### src/rtl/mux_pkg.sv
// Shared definitions for the round-robin 2:1 mux arbiter.
package mux_pkg;

  // Arbiter FSM encodings; code 2'd3 is unused and recovers to idle.
  typedef enum logic [1:0] {
    ST_IDLE = 2'd0,
    ST_G0   = 2'd1,
    ST_G1   = 2'd2
  } state_t;

  // Default cap on consecutive grant cycles while the other source waits.
  localparam int MAX_BURST_DEF = 4;

  // Burst counter width; never narrower than one bit.
  function automatic int cnt_width(input int max_burst);
    return (max_burst > 1) ? $clog2(max_burst) : 1;
  endfunction

endpackage

### src/rtl/mux_comportamental.sv
// Behavioural 1-bit 2:1 mux; sel = 1 picks D[1].
module mux_comportamental (
  input  logic [1:0] D,
  input  logic       sel,
  output logic       y
);

  // Pure select, no state.
  always_comb y = D[sel];

endmodule

### src/rtl/mux_arbiter.sv
// Two-source round-robin arbiter that owns the 2:1 mux select and
// registers the selected bit with a valid flag. Grants are bounded to
// MAX_BURST cycles while the other source is waiting.
module mux_arbiter
  import mux_pkg::*;
#(
  parameter int MAX_BURST = MAX_BURST_DEF
) (
  input  logic       clk,
  input  logic       rst,
  input  logic [1:0] req,
  input  logic [1:0] D,
  output logic [1:0] gnt,
  output logic       sel,
  output logic       y,
  output logic       y_valid
);

  localparam int             CW      = cnt_width(MAX_BURST);
  localparam logic [CW-1:0]  CNT_MAX = CW'(MAX_BURST - 1);

  state_t          state, state_nx;
  logic            last;      // most recently granted source
  logic [CW-1:0]   cnt;       // cycles the current grant has been held
  logic            burst_end; // current owner has used its full burst
  logic            enter;     // moving into a grant state this edge
  logic            mux_y;

  assign burst_end = (cnt == CNT_MAX);
  assign enter     = (state_nx != state) && (state_nx != ST_IDLE);

  // Next-state: round-robin on ties, release on drop, forced handover on burst end.
  always_comb begin
    state_nx = ST_IDLE;
    case (state)
      ST_IDLE: begin
        case (req)
          2'b01:   state_nx = ST_G0;
          2'b10:   state_nx = ST_G1;
          2'b11:   state_nx = last ? ST_G0 : ST_G1;
          default: state_nx = ST_IDLE;
        endcase
      end
      ST_G0: begin
        if (!req[0])                 state_nx = req[1] ? ST_G1 : ST_IDLE;
        else if (req[1] && burst_end) state_nx = ST_G1;
        else                         state_nx = ST_G0;
      end
      ST_G1: begin
        if (!req[1])                 state_nx = req[0] ? ST_G0 : ST_IDLE;
        else if (req[0] && burst_end) state_nx = ST_G0;
        else                         state_nx = ST_G1;
      end
      default: state_nx = ST_IDLE;
    endcase
  end

  // State register plus grant/select/pointer/counter bookkeeping.
  // gnt and sel are loaded from the next state so they always match the
  // registered state; sel is left alone in idle so the mux keeps its path.
  always_ff @(posedge clk) begin
    if (rst) begin
      state <= ST_IDLE;
      gnt   <= 2'b00;
      sel   <= 1'b0;
      last  <= 1'b1;
      cnt   <= '0;
    end else begin
      state <= state_nx;
      case (state_nx)
        ST_G0: begin
          gnt <= 2'b01;
          sel <= 1'b0;
        end
        ST_G1: begin
          gnt <= 2'b10;
          sel <= 1'b1;
        end
        default: gnt <= 2'b00;
      endcase
      if (enter) begin
        last <= (state_nx == ST_G1);
        cnt  <= '0;
      end else if (state_nx != ST_IDLE && !burst_end) begin
        // Saturate so a late request from the other side switches at once.
        cnt <= cnt + 1'b1;
      end
    end
  end

  mux_comportamental u_mux (
    .D   (D),
    .sel (sel),
    .y   (mux_y)
  );

  // Output stage: y tracks the mux unconditionally; y_valid marks granted beats.
  always_ff @(posedge clk) begin
    if (rst) begin
      y       <= 1'b0;
      y_valid <= 1'b0;
    end else begin
      y       <= mux_y;
      y_valid <= |gnt;
    end
  end

endmodule

### config.mk
export PLATFORM = sky130hd
export DESIGN_NAME = mux_arbiter
export DESIGN_NICKNAME = d
export VERILOG_FILES = /design/src/rtl/mux_pkg.sv /design/src/rtl/mux_comportamental.sv /design/src/rtl/mux_arbiter.sv
export SDC_FILE = /design/constraint.sdc
export NUM_CORES = 1
export LEC_CHECK = 0
export ABC_AREA = 1
export CORE_UTILIZATION = 27
export DETAILED_ROUTE_END_ITERATION = 7
export PLACE_DENSITY_LB_ADDON = 0.12
export SLEW_MARGIN = 20
export SYNTH_ARGS = -nofsm -noshare
export SYNTH_HDL_FRONTEND = slang
export SYNTH_SLANG_ARGS = --single-unit
### constraint.sdc
create_clock -name clk -period 3.8 [get_ports clk]
set_clock_uncertainty 0.15 [all_clocks]
set_input_delay 0.76 -clock clk [delete_from_list [all_inputs] [get_ports clk]]
set_output_delay 0.76 -clock clk [all_outputs]
set_load 0.02 [all_outputs]
* Yosys cells after proc, flatten, opt, wreduce, memory -nomap -nowiden
Cells that the tools add are included.
** Word-level totals
- Register bits :: 10
- Bits of input ports :: 6
- Word-level logic and storage cells :: 41
- Output and inout port bits :: 5
** Cells by class
- $lt $le $gt $ge :: 1
- Multiplexer cells :: 13
- Equal/unequal tests :: 9
- Add/subtract/negate cells :: 1
- Reduce and logical (&&, ||, !) cells :: 10
** Operators with widths (count)
- $mux 2 :: 6
- $pmux 2 s3 :: 2
- $eq 2x2->1 const B :: 5
- $eq 2x1->1 const B :: 3
- $logic_and 1x1->1 :: 4
- $pmux 2 s2 :: 1
- $reduce_bool 2->1 :: 2
- $reduce_or 2->1 :: 2
- $mux 1 :: 3
- $add 2x1->2 const B :: 1
- $logic_not 2->1 :: 1
- $lt 1x2->1 const B :: 1
- $ne 2x2->1 :: 1
- $pmux 1 s2 :: 1
- $logic_not 1->1 :: 1

* Depth between registers and ports, before layout
Gate-level depths: netlist of run 1.
- Depth in word-level cells :: 8
- Gate-level depth with buffers :: 12
- Mapped depth without buffers :: 12

* Modules after synthesis
A second synthesis of run 1 with hierarchy kept.
** Second synthesis, totals
- Cell total of the unflattened synthesis :: 80
- Area total of the unflattened synthesis :: 546.8 µm²
** Modules (own cells, without submodules)
- mux_arbiter :: cells an instance 76, area an instance 531.8 µm², sequential area each 200.2 µm², times used 1
- mux_comportamental :: cells an instance 4, area an instance 15.0 µm², sequential area each 0.0 µm², times used 1

* Worst setup path after synthesis of run 1
Ideal clock, no wire load.
- Kind :: input to register
- Start :: input req[1]
- End :: register cnt[1]
- Cell stages on the path :: 9
- Data required time :: 3534 ps
- Arrival time :: 1750 ps
- Buffers on the path :: 0
- Slack :: 1784 ps
- Setup time :: 116 ps
- Path through :: inv_1 a21oi_1 nand2_1 nand3_1 inv_1 ha_1 nor2_1 mux2i_1 nor2_1
** On the way
- Cells in the longest elaborated chain, start to end :: 7
- Elaborated cells between the ends (all ways) :: 15
- Those cells by class :: eq/ne (4); mux (6); reduce/logical (5)
** RTL lines
- start, declared :: line mux_arbiter.sv:11 : input logic [1:0] req,
- branches (longest 3 deep; another with $pmux 2 s3)
- $pmux 2 s3 (*) :: line mux_arbiter.sv:35 : case (state)
- named net state_nx[1] :: line mux_arbiter.sv:22 : state_t state, state_nx;
- $ne 2x2->1 or $reduce_bool 2->1 (tied branches) :: line mux_arbiter.sv:30, mux_arbiter.sv:84
- $logic_and 1x1->1 :: line mux_arbiter.sv:30 : assign enter = (state_nx != state) && (state_nx != ST_IDLE);
- $reduce_or 2->1 (no source line)
- end signal, assigned :: line mux_arbiter.sv:86 : cnt <= cnt + 1'b1;
- end, declared :: line mux_arbiter.sv:24 : logic [CW-1:0] cnt;
Mark *: on every way through the listed nets, which the timed path passes.
A chain may end at the register's enable or synchronous reset.

* Worst setup path in the final report of run 1
Same ends and word-level chain as after synthesis.

==> results of run 1 <==
[cell usage after synthesis]
cell type / instances / area share (%)
sky130_fd_sc_hd__mux2i_1: 1 / 1.8
sky130_fd_sc_hd__nor2_4: 1 / 2.0
sky130_fd_sc_hd__o21ai_1: 2 / 1.8
sky130_fd_sc_hd__nand2_2: 3 / 3.3
sky130_fd_sc_hd__xnor2_1: 1 / 1.6
sky130_fd_sc_hd__inv_2: 2 / 1.3
sky130_fd_sc_hd__nor2_2: 1 / 1.1
sky130_fd_sc_hd__nor2_1: 8 / 5.3
sky130_fd_sc_hd__clkinv_1: 1 / 0.67
sky130_fd_sc_hd__a21oi_1: 3 / 2.7
sky130_fd_sc_hd__ha_1: 4 / 8.9
sky130_fd_sc_hd__inv_1: 13 / 8.7
sky130_fd_sc_hd__nand3_1: 7 / 6.2
sky130_fd_sc_hd__nand2_1: 16 / 11
sky130_fd_sc_hd__nand3_2: 4 / 7.1
sky130_fd_sc_hd__nand4_1: 1 / 1.1
sky130_fd_sc_hd__dfxtp_1: 10 / 36
[routing by layer]
layer,GRT usage [%],vias up,part of all wire [%]
li1,-,270,-
met5,0,-,0
met2,15.6,9,46
met3,3.40,2,3.6
met1,13.1,201,50
met4,6.67,0,0.63
[layout by cell type, fill, tap and decap left out, types with 3 or more instances in the layout]
cell type / instances
sky130_fd_sc_hd__nand2_1: 16
sky130_fd_sc_hd__inv_1: 13
sky130_fd_sc_hd__dfxtp_1: 10
sky130_fd_sc_hd__clkdlybuf4s50_1: 10
sky130_fd_sc_hd__nor2_1: 8
sky130_fd_sc_hd__nand3_1: 7
sky130_fd_sc_hd__nand3_2: 4
sky130_fd_sc_hd__ha_1: 4
sky130_fd_sc_hd__nand2_2: 3
sky130_fd_sc_hd__a21oi_1: 3
sky130_fd_sc_hd__clkbuf_4: 3
[worst reg2reg max path: stages, from the launching register on]
cell and delay (ns):
sky130_fd_sc_hd__dfxtp_1 0.36, sky130_fd_sc_hd__ha_1 0.21, sky130_fd_sc_hd__nand2_1 0.10, sky130_fd_sc_hd__nand2_1 0.10, sky130_fd_sc_hd__nand3_1 0.09, sky130_fd_sc_hd__nand3_1 0.14
sky130_fd_sc_hd__inv_1 0.08, sky130_fd_sc_hd__ha_1 0.19, sky130_fd_sc_hd__nor2_1 0.21, sky130_fd_sc_hd__mux2i_1 0.20, sky130_fd_sc_hd__nor2_1 0.06
[registers in the layout, indices dropped and copies added, names as in the netlist]
register / cells
sel: 1
state: 2
cnt: 2
y: 1
gnt: 2
y_valid: 1
last: 1
[worst paths after layout]
path / startpoint / endpoint / depth (start not counted)
max: req[1] / cnt[1]$_SDFFE_PP0P_ / 10
min: gnt[0]$_SDFF_PP0_ / y_valid$_SDFF_PP0_ / 2
max reg2reg: cnt[0]$_SDFFE_PP0P_ / cnt[1]$_SDFFE_PP0P_ / 10
min reg2reg: gnt[0]$_SDFF_PP0_ / y_valid$_SDFF_PP0_ / 2
[power groups by stage]
stage	clock [mW]	combinational, mW	sequential [mW]
after CTS	0.0993	0.153	0.145
final	0.0926	0.150	0.145
after global routing	0.103	0.173	0.148
after detailed placement	0	0.152	0.148
after floorplan	0	0.0965	0.158
after global placement	0	0.152	0.148
[kinds of logic after synthesis]
family / count (synthesis) / synth area share [%]
AND/OR/NAND/NOR: 41 / 37.0
buffers and inverters: 16 / 10.7
flip-flops: 10 / 35.6
AO/OA/AOI/OAI: 5 / 4.45
adder cells (fa/ha/maj): 4 / 8.91
XOR/XNOR: 1 / 1.56
multiplexers: 1 / 1.78
[per-stage QoR]
step	setup slack (ns)	cell area [um^2]	hold slack, ns	util [%]
6_report	1.32	732	0.324	37.3
5_1_grt	1.19	732	0.370	37.3
4_1_cts	1.32	732	0.329	37.3
3_5_place_dp	1.04	696	0.317	35.5
3_3_place_gp	1.08	696	0.319	35.5
2_1_floorplan	1.78	562	0.300	-
[layout make-up]
class / count / area, um^2
fill: 229 / 1230
multi-input combinational: 52 / 302
sequential: 10 / 200
timing repair buffer: 10 / 100
inverter: 16 / 60.1
clock buffer: 4 / 36.3
tap: 27 / 33.8
==> results.md, run 1 <==
* Outcome: complete, no violations
* Vias in the first global route at 429
* Leakage power of the design at 0.358 nW
* Count of nets after finishing at 103
* Clock network latency to the later pin of the worst-skew pair at 0.26 ns
* Max Fclk at 404 MHz
* TritonCTS Buffers at 3
* Routed wire length at 947 um
* Portion of total power attributed to combinational logic at 38.7%
* Slew at the pin closest to its max-slew limit at 0.227 ns
* Number of hold-slack violations in the final timing report at 0
* CP bufs+invs at 3
* Power per standard cell area at 529 nW/um^2
* Unique masters post-synth at 17
* Number of gates given a new drive strength after cts at 0
* Count of synthesis-stage warnings from yosys at 0
* Setup CP Type: input pin to flop
* Cell with the biggest individual delay on the critical path: sky130_fd_sc_hd__clkdlybuf4s50_1
* Hold buffer count at CTS at 0
* Switch Pwr at 134 uW
* Data required time at the worst endpoint at 3.80 ns
* Element type at the critical path start: input pin
* Average cell area after synthesis at 7.20 um^2
* Worst min path class: flop to flop
* Core region area at 1960 um^2
* Antenna Diode Count at 0
* Gate family responsible for the most delay along the worst path: buffers and inverters
* GRT Overall Usage at 10.5%
* Period minus WS final at 2.48 ns
* Post-Place Cells at 115
* Count of mapped cells out of synthesis at 78
* Buffer cell driving the clock tree root: sky130_fd_sc_hd__clkbuf_4
* Number of maximum-capacitance violations at 0
* Final worst path period share at 65.2%
* Overflow after GRT at 0
* Crit-path max FO at 5
* Highest ir drop seen on vdd at 0.000224 V
* CTS Buffer Depth at 2
* Via total after detailed routing at 482
* Setup-failing EPs final at 0
* Number of top-level pins at 11
* Cell breakdown of the critical path: clkdlybuf4s50_1 > inv_1 > a21oi_1 > nand2_1 > nand3_1 > inv_1 > ha_1 > nor2_1 > mux2i_1 > nor2_1
* Arrival @ worst endpoint at 2.48 ns
* Starting DRT DRC Count at 6
* Floorplan die height at 47.6 um
* Sequential share of the synthesized area at 35.6%
* Max-slew violation count at 0
* Total negative slack at 0 ns
* Syn nets at 88
* CTS sink count at 10
* Reg-to-reg setup timing slack at 1.83 ns
* Total half-perimeter wirelength after legalization and detailed placement at 798 um
* Final estimated routing congestion in global placement at 0.794
* Total chip power at 387 uW
* Total DRC errors in the routed layout at 0
* Cell-internal power at 253 uW
* Largest stage delay, worst path at 0.55 ns
* Clock tree from TritonCTS: done
* Number of levels in the clock H-tree at 1
* Initial cell density of the core at 28.6%
* Largest net degree at the start of global routing at 8
* Final standard cell count with taps included and fillers excluded at 119
* Relative slew slack at 84.8%
* Count of port buffers added during placement at 10
* Setup repair after global routing missed its margin: false
* First-pass DRT Iterations at 4
* Crit end category: flop
* Share of final-layout standard cells stronger than drive strength 1 at 16.3%
* Postcts setup bufs at 0
* Cell Rows at 16
* Clock edge transition at the registers on the reported setup and hold paths at 0.06 ns
* Mapped cell area at 562 um^2
* Reg power frac at 37.4%
* Chip Width at 47.6 um
* Mean routed wirelength per cell at 7.96 um
* Clock network fraction of design power at 23.9%
* Synthesis-stage register bit count at 10
* Initial antenna violation count at 0
* Die Outline Area at 2270 um^2
* First-pass GRT wire length at 1640 um
* Area growth syn-to-layout at 30.3%
* Switching fraction of total power at 34.6%
* ANT nets after route at 0
* Detailed-route vias per instance at 4.05
(Power assumes the default switching activity.)
==> inputs of run 2 (changes only) <==
clock period = 2.5 ns   (was 3.8 ns; I/O delays follow)
==> run 2 against run 1 <==
Sequential share of layout area down 1.1 points. Cell area up 4.3%. Worst hold slack worse by 0.00091 ns. Critical path depth unchanged. Combinational power up 67%. Register-to-register slack worse by 1.3 ns. Die area unchanged. Power up 49%. Flip-flop and latch count unchanged. Highest routed layer unchanged. Sequential power up 52%. Setup slack worse by 1.0 ns. Via count up 5.4%.
==> results.md, run 2 (synthesis gave the netlist of run 1 again) <==
* Outcome: complete, no violations
* Clock network fraction of design power at 18.6% (-5.3 points)
* CTS Buffer Depth at 2 (unchanged)
* Clock edge transition at the registers on the reported setup and hold paths at 0.06 ns (about the same)
* Final standard cell count with taps included and fillers excluded at 124 (+4.2%)
* CP bufs+invs at 3 (unchanged)
* Total negative slack at 0 ns (unchanged)
* Cell breakdown of the critical path: clkdlybuf4s50_1 > inv_1 > nand2_2 > nand3_1 > nand3_1 > inv_1 > ha_1 > nor2_1 > mux2i_1 > nor2_1
* Initial cell density of the core at 28.6% (unchanged)
* Crit-path max FO at 7 (+2)
* Count of nets after finishing at 109 (+5.8%)
* Mean routed wirelength per cell at 8.10 um (+1.7%)
* Number of top-level pins at 11 (unchanged)
* Crit end category: flop
* WHS Path Cells at 2 (unchanged)
* Core region area at 1960 um^2 (unchanged)
* Count of filler cells inserted in the layout at 232 (+1.3%)
* Clock network latency to the later pin of the worst-skew pair at 0.26 ns (about the same)
* Total chip power at 577 uW (+49%)
* Number of maximum-capacitance violations at 0 (unchanged)
* Cell with the biggest individual delay on the critical path: sky130_fd_sc_hd__clkdlybuf4s50_1
* Clock tree from TritonCTS: done
* Postcts setup bufs at 0 (unchanged)
* Overflow after GRT at 0 (unchanged)
* Worst min path class: flop to flop
* Total DRC errors in the routed layout at 0 (unchanged)
* Cells on worst reg2reg path at 10 (unchanged)
* Max-slew violation count at 0 (unchanged)
* Die Outline Area at 2270 um^2 (unchanged)
* Most common library cell in the layout ignoring fill and taps: sky130_fd_sc_hd__nand2_1
* TritonCTS Buffers at 3 (unchanged)
* CTS sink count at 10 (unchanged)
* Hold buffer count at CTS at 0 (unchanged)
* Cell Rows at 16 (unchanged)
* Area growth syn-to-layout at 35.9%
* Final Util at 38.9% (+1.6 points)
* Post-Place Cells at 121 (+5.2%)
* Reg-to-reg setup timing slack at 0.58 ns (-1.25 ns)
* Number of levels in the clock H-tree at 1 (unchanged)
* Relative slew slack at 85.2% (+0.42 points)
* GRT Overall Usage at 11.2% (+0.64 points)
* Power per standard cell area at 756 nW/um^2 (+43%)
* Switching fraction of total power at 36.0% (+1.3 points)
* Max Fclk at 457 MHz
* Top library cells by usage in the layout, fill and taps aside: 16 x sky130_fd_sc_hd__nand2_1, 13 x sky130_fd_sc_hd__inv_1, 10 x sky130_fd_sc_hd__dfxtp_1, 10 x sky130_fd_sc_hd__clkdlybuf4s50_1, 8 x sky130_fd_sc_hd__nor2_1
* Antenna Diode Count at 0 (unchanged)
* Hold Crit Start: gnt[0]$_SDFF_PP0_
* Largest stage delay, worst path at 0.58 ns (+0.03 ns)
* Routed wire length at 1000 um (+6.0%)
* Total half-perimeter wirelength after legalization and detailed placement at 823 um (+3.2%)
* Gate family responsible for the most delay along the worst path: buffers and inverters
* Number of hold-slack violations in the final timing report at 0 (unchanged)
* Share of final-layout standard cells stronger than drive strength 1 at 20.6% (+4.3 points)
* Largest net degree at the start of global routing at 8 (unchanged)
* Number of gates given a new drive strength after cts at 0 (unchanged)
* Via total after detailed routing at 508 (+5.4%)
* Buffer cell driving the clock tree root: sky130_fd_sc_hd__clkbuf_4
* Final estimated routing congestion in global placement at 0.798 (+0.43%)
* Data required time at the worst endpoint at 2.51 ns (-1.29 ns)
* Count of port buffers added during placement at 10 (unchanged)
* Highest ir drop seen on vdd at 0.000306 V (+37%)
* Cell-internal power at 370 uW (+46%)
* Leakage power of the design at 0.379 nW (+5.9%)
* Slew at the pin closest to its max-slew limit at 0.221 ns (-0.00624 ns)
* Element type at the critical path start: input pin
* Floorplan die height at 47.6 um (unchanged)
* Chip Width at 47.6 um (unchanged)
* Initial antenna violation count at 0 (unchanged)
* Critical R2R Launch: cnt[0]$_SDFFE_PP0P_
* Setup-failing EPs final at 0 (unchanged)
* Regs by FF count: cnt (2), gnt (2), state (2)
* Vias in the first global route at 450 (+4.9%)
* Final worst path period share at 87.5%
* First-pass DRT Iterations at 3 (-1)
* Detailed-route vias per instance at 4.10 (+1.1%)
* End of the worst register-to-register path: cnt[1]$_SDFFE_PP0P_
* Worst hold path endpoint: y_valid$_SDFF_PP0_
* Setup CP Type: input pin to flop
* Reg power frac at 38.1% (+0.7 points)
* First-pass GRT wire length at 1700 um (+4.2%)
* Period minus WS final at 2.19 ns
* Arrival @ worst endpoint at 2.19 ns (-0.29 ns)
* ANT nets after route at 0 (unchanged)
* Portion of total power attributed to combinational logic at 43.3% (+4.6 points)
* Setup repair after global routing missed its margin: false
* Switch Pwr at 208 uW (+55%)
* Starting DRT DRC Count at 12 (+6)
-- run 2: changes by cell type in the layout (fill, tap and decap cells not counted), sizes merged --
| cell | previous run | this run |
|---|---|---|
| buf | 0 | 6 |
| clkbuf | 4 | 3 |
-- run 2: metrics by stage --
stage | setup WS [ns] | hold slack, ns | area [um^2]
final | 0.312 | 0.323 | 763
after detailed placement | 0.0326 | 0.314 | 741
after CTS | 0.304 | 0.333 | 763
after global placement | 0.0459 | 0.313 | 741
after global routing | 0.169 | 0.362 | 763
after floorplan | 0.729 | 0.300 | 562
-- run 2: area by class of cell --
type	count	area, um^2	share of cell area, %
inverters	16	60.1	7.87
repair buffers	16	145	19.0
multi-input cells	52	302	39.5
clock buffers	3	22.5	2.95
flip-flops and latches	10	200	26.2
well taps	27	33.8	4.43
-- run 2: tightest hold or removal path: cells and delay by family (launching register included) --
kind             cells  cell delay (ns)
DFF                  1             0.33
and+or+nand+nor      2             0.11
-- run 2: metal layers --
metal | global-route usage, % | vias up | part of all wire [%]
met5 | 0 | - | 0
met3 | 2.26 | 2 | 3.1
li1 | - | 280 | -
met2 | 17.0 | 9 | 45
met1 | 13.8 | 217 | 50
met4 | 8.33 | 0 | 1.7
-- run 2: worst max path at each step --
stage | from | endpoint | slack (ns) | cells after the start
6_report | req[0] | cnt[1]$_SDFFE_PP0P_ | 0.31 | 10
5_1_grt | req[0] | cnt[1]$_SDFFE_PP0P_ | 0.17 | 10
4_1_cts | req[0] | cnt[1]$_SDFFE_PP0P_ | 0.30 | 10
3_5_place_dp | req[0] | cnt[1]$_SDFFE_PP0P_ | 0.03 | 10
3_3_place_gp | req[0] | cnt[1]$_SDFFE_PP0P_ | 0.05 | 10
2_1_floorplan | cnt[0]$_SDFFE_PP0P_ | cnt[1]$_SDFFE_PP0P_ | 0.73 | 10
-- run 2: power groups by stage --
| stage | Sequential, mW | Combinational [mW] | Clock [mW] |
|---|---|---|---|
| global placement | 0.223 | 0.251 | 0 |
| floorplan | 0.240 | 0.147 | 0 |
| finish | 0.220 | 0.250 | 0.107 |
| CTS | 0.221 | 0.254 | 0.113 |
| global route | 0.225 | 0.286 | 0.118 |
| detailed placement | 0.224 | 0.252 | 0 |
==> inputs of run 3 (changes only) <==
PLACE_DENSITY = 0.57   (was unset)
PLACE_DENSITY_LB_ADDON = unset   (was 0.12)
==> run 3 against run 2 <==
Clock-buffer cell count grew 1. Fmax shrank 2.6%. Final cell count shrank 2.4%. Setup slack lost 0.058 ns. Critical path type unchanged. Combinational power is essentially flat. Register-to-register slack lost 0.02 ns. Sequential share of layout area grew 0.57 points.
==> results.md, run 3 (synthesis gave the netlist of run 1 again) <==
* Outcome: complete, no violations
* Initial antenna violation count at 0 (unchanged)
* Die Outline Area at 2270 um^2 (unchanged)
* Largest net degree at the start of global routing at 8 (unchanged)
* Crit end category: flop
* First-pass GRT wire length at 1710 um (+0.41%)
* Setup CP Type: input pin to flop
* Routed wire length at 1000 um (-0.20%)
* Clock network latency to the later pin of the worst-skew pair at 0.26 ns (about the same)
* Data required time at the worst endpoint at 2.51 ns (about the same)
* Area growth syn-to-layout at 33.0%
* End of the worst register-to-register path: cnt[1]$_SDFFE_PP0P_
* Total DRC errors in the routed layout at 0 (unchanged)
* Chip Width at 47.6 um (unchanged)
* Overflow after GRT at 0 (unchanged)
* Count of nets after finishing at 105 (-3.7%)
* Antenna Diode Count at 0 (unchanged)
* Element type at the critical path start: input pin
* TritonCTS Buffers at 3 (unchanged)
* Leakage power of the design at 0.368 nW (-2.9%)
* First-pass DRT Iterations at 4 (+1)
* Top library cells by usage in the layout, fill and taps aside: 16 x sky130_fd_sc_hd__nand2_1, 13 x sky130_fd_sc_hd__inv_1, 10 x sky130_fd_sc_hd__dfxtp_1, 10 x sky130_fd_sc_hd__clkdlybuf4s50_1, 8 x sky130_fd_sc_hd__nor2_1
* Power per standard cell area at 818 nW/um^2 (+8.1%)
* Clock edge transition at the registers on the reported setup and hold paths at 0.07 ns (about the same)
* Clock tree from TritonCTS: done
* Crit path launch: req[0]
* Core region area at 1960 um^2 (unchanged)
* Combined area of the multi-input logic cells at 302 um^2 (unchanged)
* Worst min path class: flop to flop
* Number of hold-slack violations in the final timing report at 0 (unchanged)
* Critical R2R Launch: cnt[0]$_SDFFE_PP0P_
* Relative slew slack at 83.4% (-1.8 points)
* Reg-to-reg setup timing slack at 0.56 ns (-0.02 ns)
* Number of top-level pins at 11 (unchanged)
* Detailed-route vias per instance at 4.29 (+4.7%)
* Regs by FF count: cnt (2), gnt (2), state (2)
* GRT Overall Usage at 11.0% (-0.17 points)
* Area of all sequential standard cells at 200 um^2 (unchanged)
* ANT nets after route at 0 (unchanged)
* Max-slew violation count at 0 (unchanged)
* Number of levels in the clock H-tree at 1 (unchanged)
* Post-Place Cells at 117 (-3.3%)
* Setup crit end: cnt[1]$_SDFFE_PP0P_
* Hold buffer count at CTS at 0 (unchanged)
* Final standard cell count with taps included and fillers excluded at 121 (-2.4%)
* Most common library cell in the layout ignoring fill and taps: sky130_fd_sc_hd__nand2_1
* Starting DRT DRC Count at 5 (-7)
* Final estimated routing congestion in global placement at 0.860 (+7.8%)
* Vias in the first global route at 464 (+3.1%)
* Via total after detailed routing at 519 (+2.2%)
* CTS sink count at 10 (unchanged)
* Setup repair after global routing missed its margin: false
* Number of gates given a new drive strength after cts at 0 (unchanged)
* Max Fclk at 445 MHz (-2.6%)
* Floorplan die height at 47.6 um (unchanged)
* Count of filler cells inserted in the layout at 235 (+1.3%)
* Crit-path max FO at 7 (unchanged)
* Setup-failing EPs final at 0 (unchanged)
* Number of maximum-capacitance violations at 0 (unchanged)
* Initial cell density of the core at 28.6% (unchanged)
* Cells on worst reg2reg path at 10 (unchanged)
* Cell Rows at 16 (unchanged)
* Highest ir drop seen on vdd at 0.000347 V (+13%)
* Total half-perimeter wirelength after legalization and detailed placement at 838 um (+1.8%)
* CTS Buffer Depth at 2 (unchanged)
* Slew at the pin closest to its max-slew limit at 0.248 ns (+0.0275 ns)
* Total negative slack at 0 ns (unchanged)
* Mean routed wirelength per cell at 8.28 um (+2.3%)
* Count of port buffers added during placement at 10 (unchanged)
* Share of final-layout standard cells stronger than drive strength 1 at 18.1% (-2.5 points)
* Buffer cell driving the clock tree root: sky130_fd_sc_hd__clkbuf_4
* Arrival @ worst endpoint at 2.25 ns (+0.06 ns)
* Postcts setup bufs at 0 (unchanged)
* Period minus WS final at 2.25 ns (+0.0583 ns)
* Final worst path period share at 89.8% (+2.3 points)
run 3: changes by cell type in the layout (fill, tap and decap cells not counted), sizes merged:
cell / previous run / this run
buf: 6 / 2
clkbuf: 3 / 4
run 3: metal layers:
| layer | share of wire (%) | global-route usage (%) | up-vias |
|---|---|---|---|
| met5 | 0 | 0 | - |
| met2 | 46 | 17.5 | 11 |
| met1 | 50 | 13.3 | 235 |
| met3 | 4.5 | 3.40 | 0 |
| li1 | - | - | 273 |
| met4 | 0 | 5.56 | 0 |
run 3: layout make-up:
class                      instances  area share (%)
sequential                        10            26.8
timing repair buffer              12            15.4
tap                               27            4.52
multi-input combinational         52            40.4
inverter                          16            8.04
clock buffer                       4            4.86
run 3: how the worst min path moves through the flow:
stage,startpoint,to,slack [ns],cells past startpoint
floorplan,last$_SDFFE_PP1P_,last$_SDFFE_PP1P_,0.30,2
global placement,gnt[0]$_SDFF_PP0_,y_valid$_SDFF_PP0_,0.32,2
detailed placement,gnt[0]$_SDFF_PP0_,y_valid$_SDFF_PP0_,0.31,2
CTS,gnt[0]$_SDFF_PP0_,y_valid$_SDFF_PP0_,0.33,2
global route,gnt[0]$_SDFF_PP0_,y_valid$_SDFF_PP0_,0.37,2
finish,gnt[0]$_SDFF_PP0_,y_valid$_SDFF_PP0_,0.32,2
run 3: critical path: stages:
cell and delay [ns]:
sky130_fd_sc_hd__clkdlybuf4s50_1 0.60, sky130_fd_sc_hd__inv_1 0.09, sky130_fd_sc_hd__nand2_2 0.09, sky130_fd_sc_hd__nand3_1 0.10, sky130_fd_sc_hd__nand3_1 0.11, sky130_fd_sc_hd__inv_1 0.07, sky130_fd_sc_hd__ha_1 0.20, sky130_fd_sc_hd__nor2_1 0.21
sky130_fd_sc_hd__mux2i_1 0.22, sky130_fd_sc_hd__nor2_1 0.06
run 3: report_power, final:
| group | switching [mW] | internal [mW] |
|---|---|---|
| Sequential | 0.0253 | 0.195 |
| Combinational | 0.134 | 0.113 |
| Clock | 0.0557 | 0.0884 |
| Total | 0.215 | 0.396 |
run 3: metrics by stage:
step                      utilization [%]  instance area (um^2)  power (mW)  setup WS, ns  hold WS (ns)
after floorplan                         -                   562       0.387         0.729         0.300
after global placement               36.2                   711       0.467        0.0365         0.316
after detailed placement             36.2                   711       0.473       -0.0401         0.307
after CTS                            38.1                   747       0.622         0.242         0.328
after global routing                 38.1                   747       0.663         0.115         0.373
final                                38.1                   747       0.611         0.254         0.322
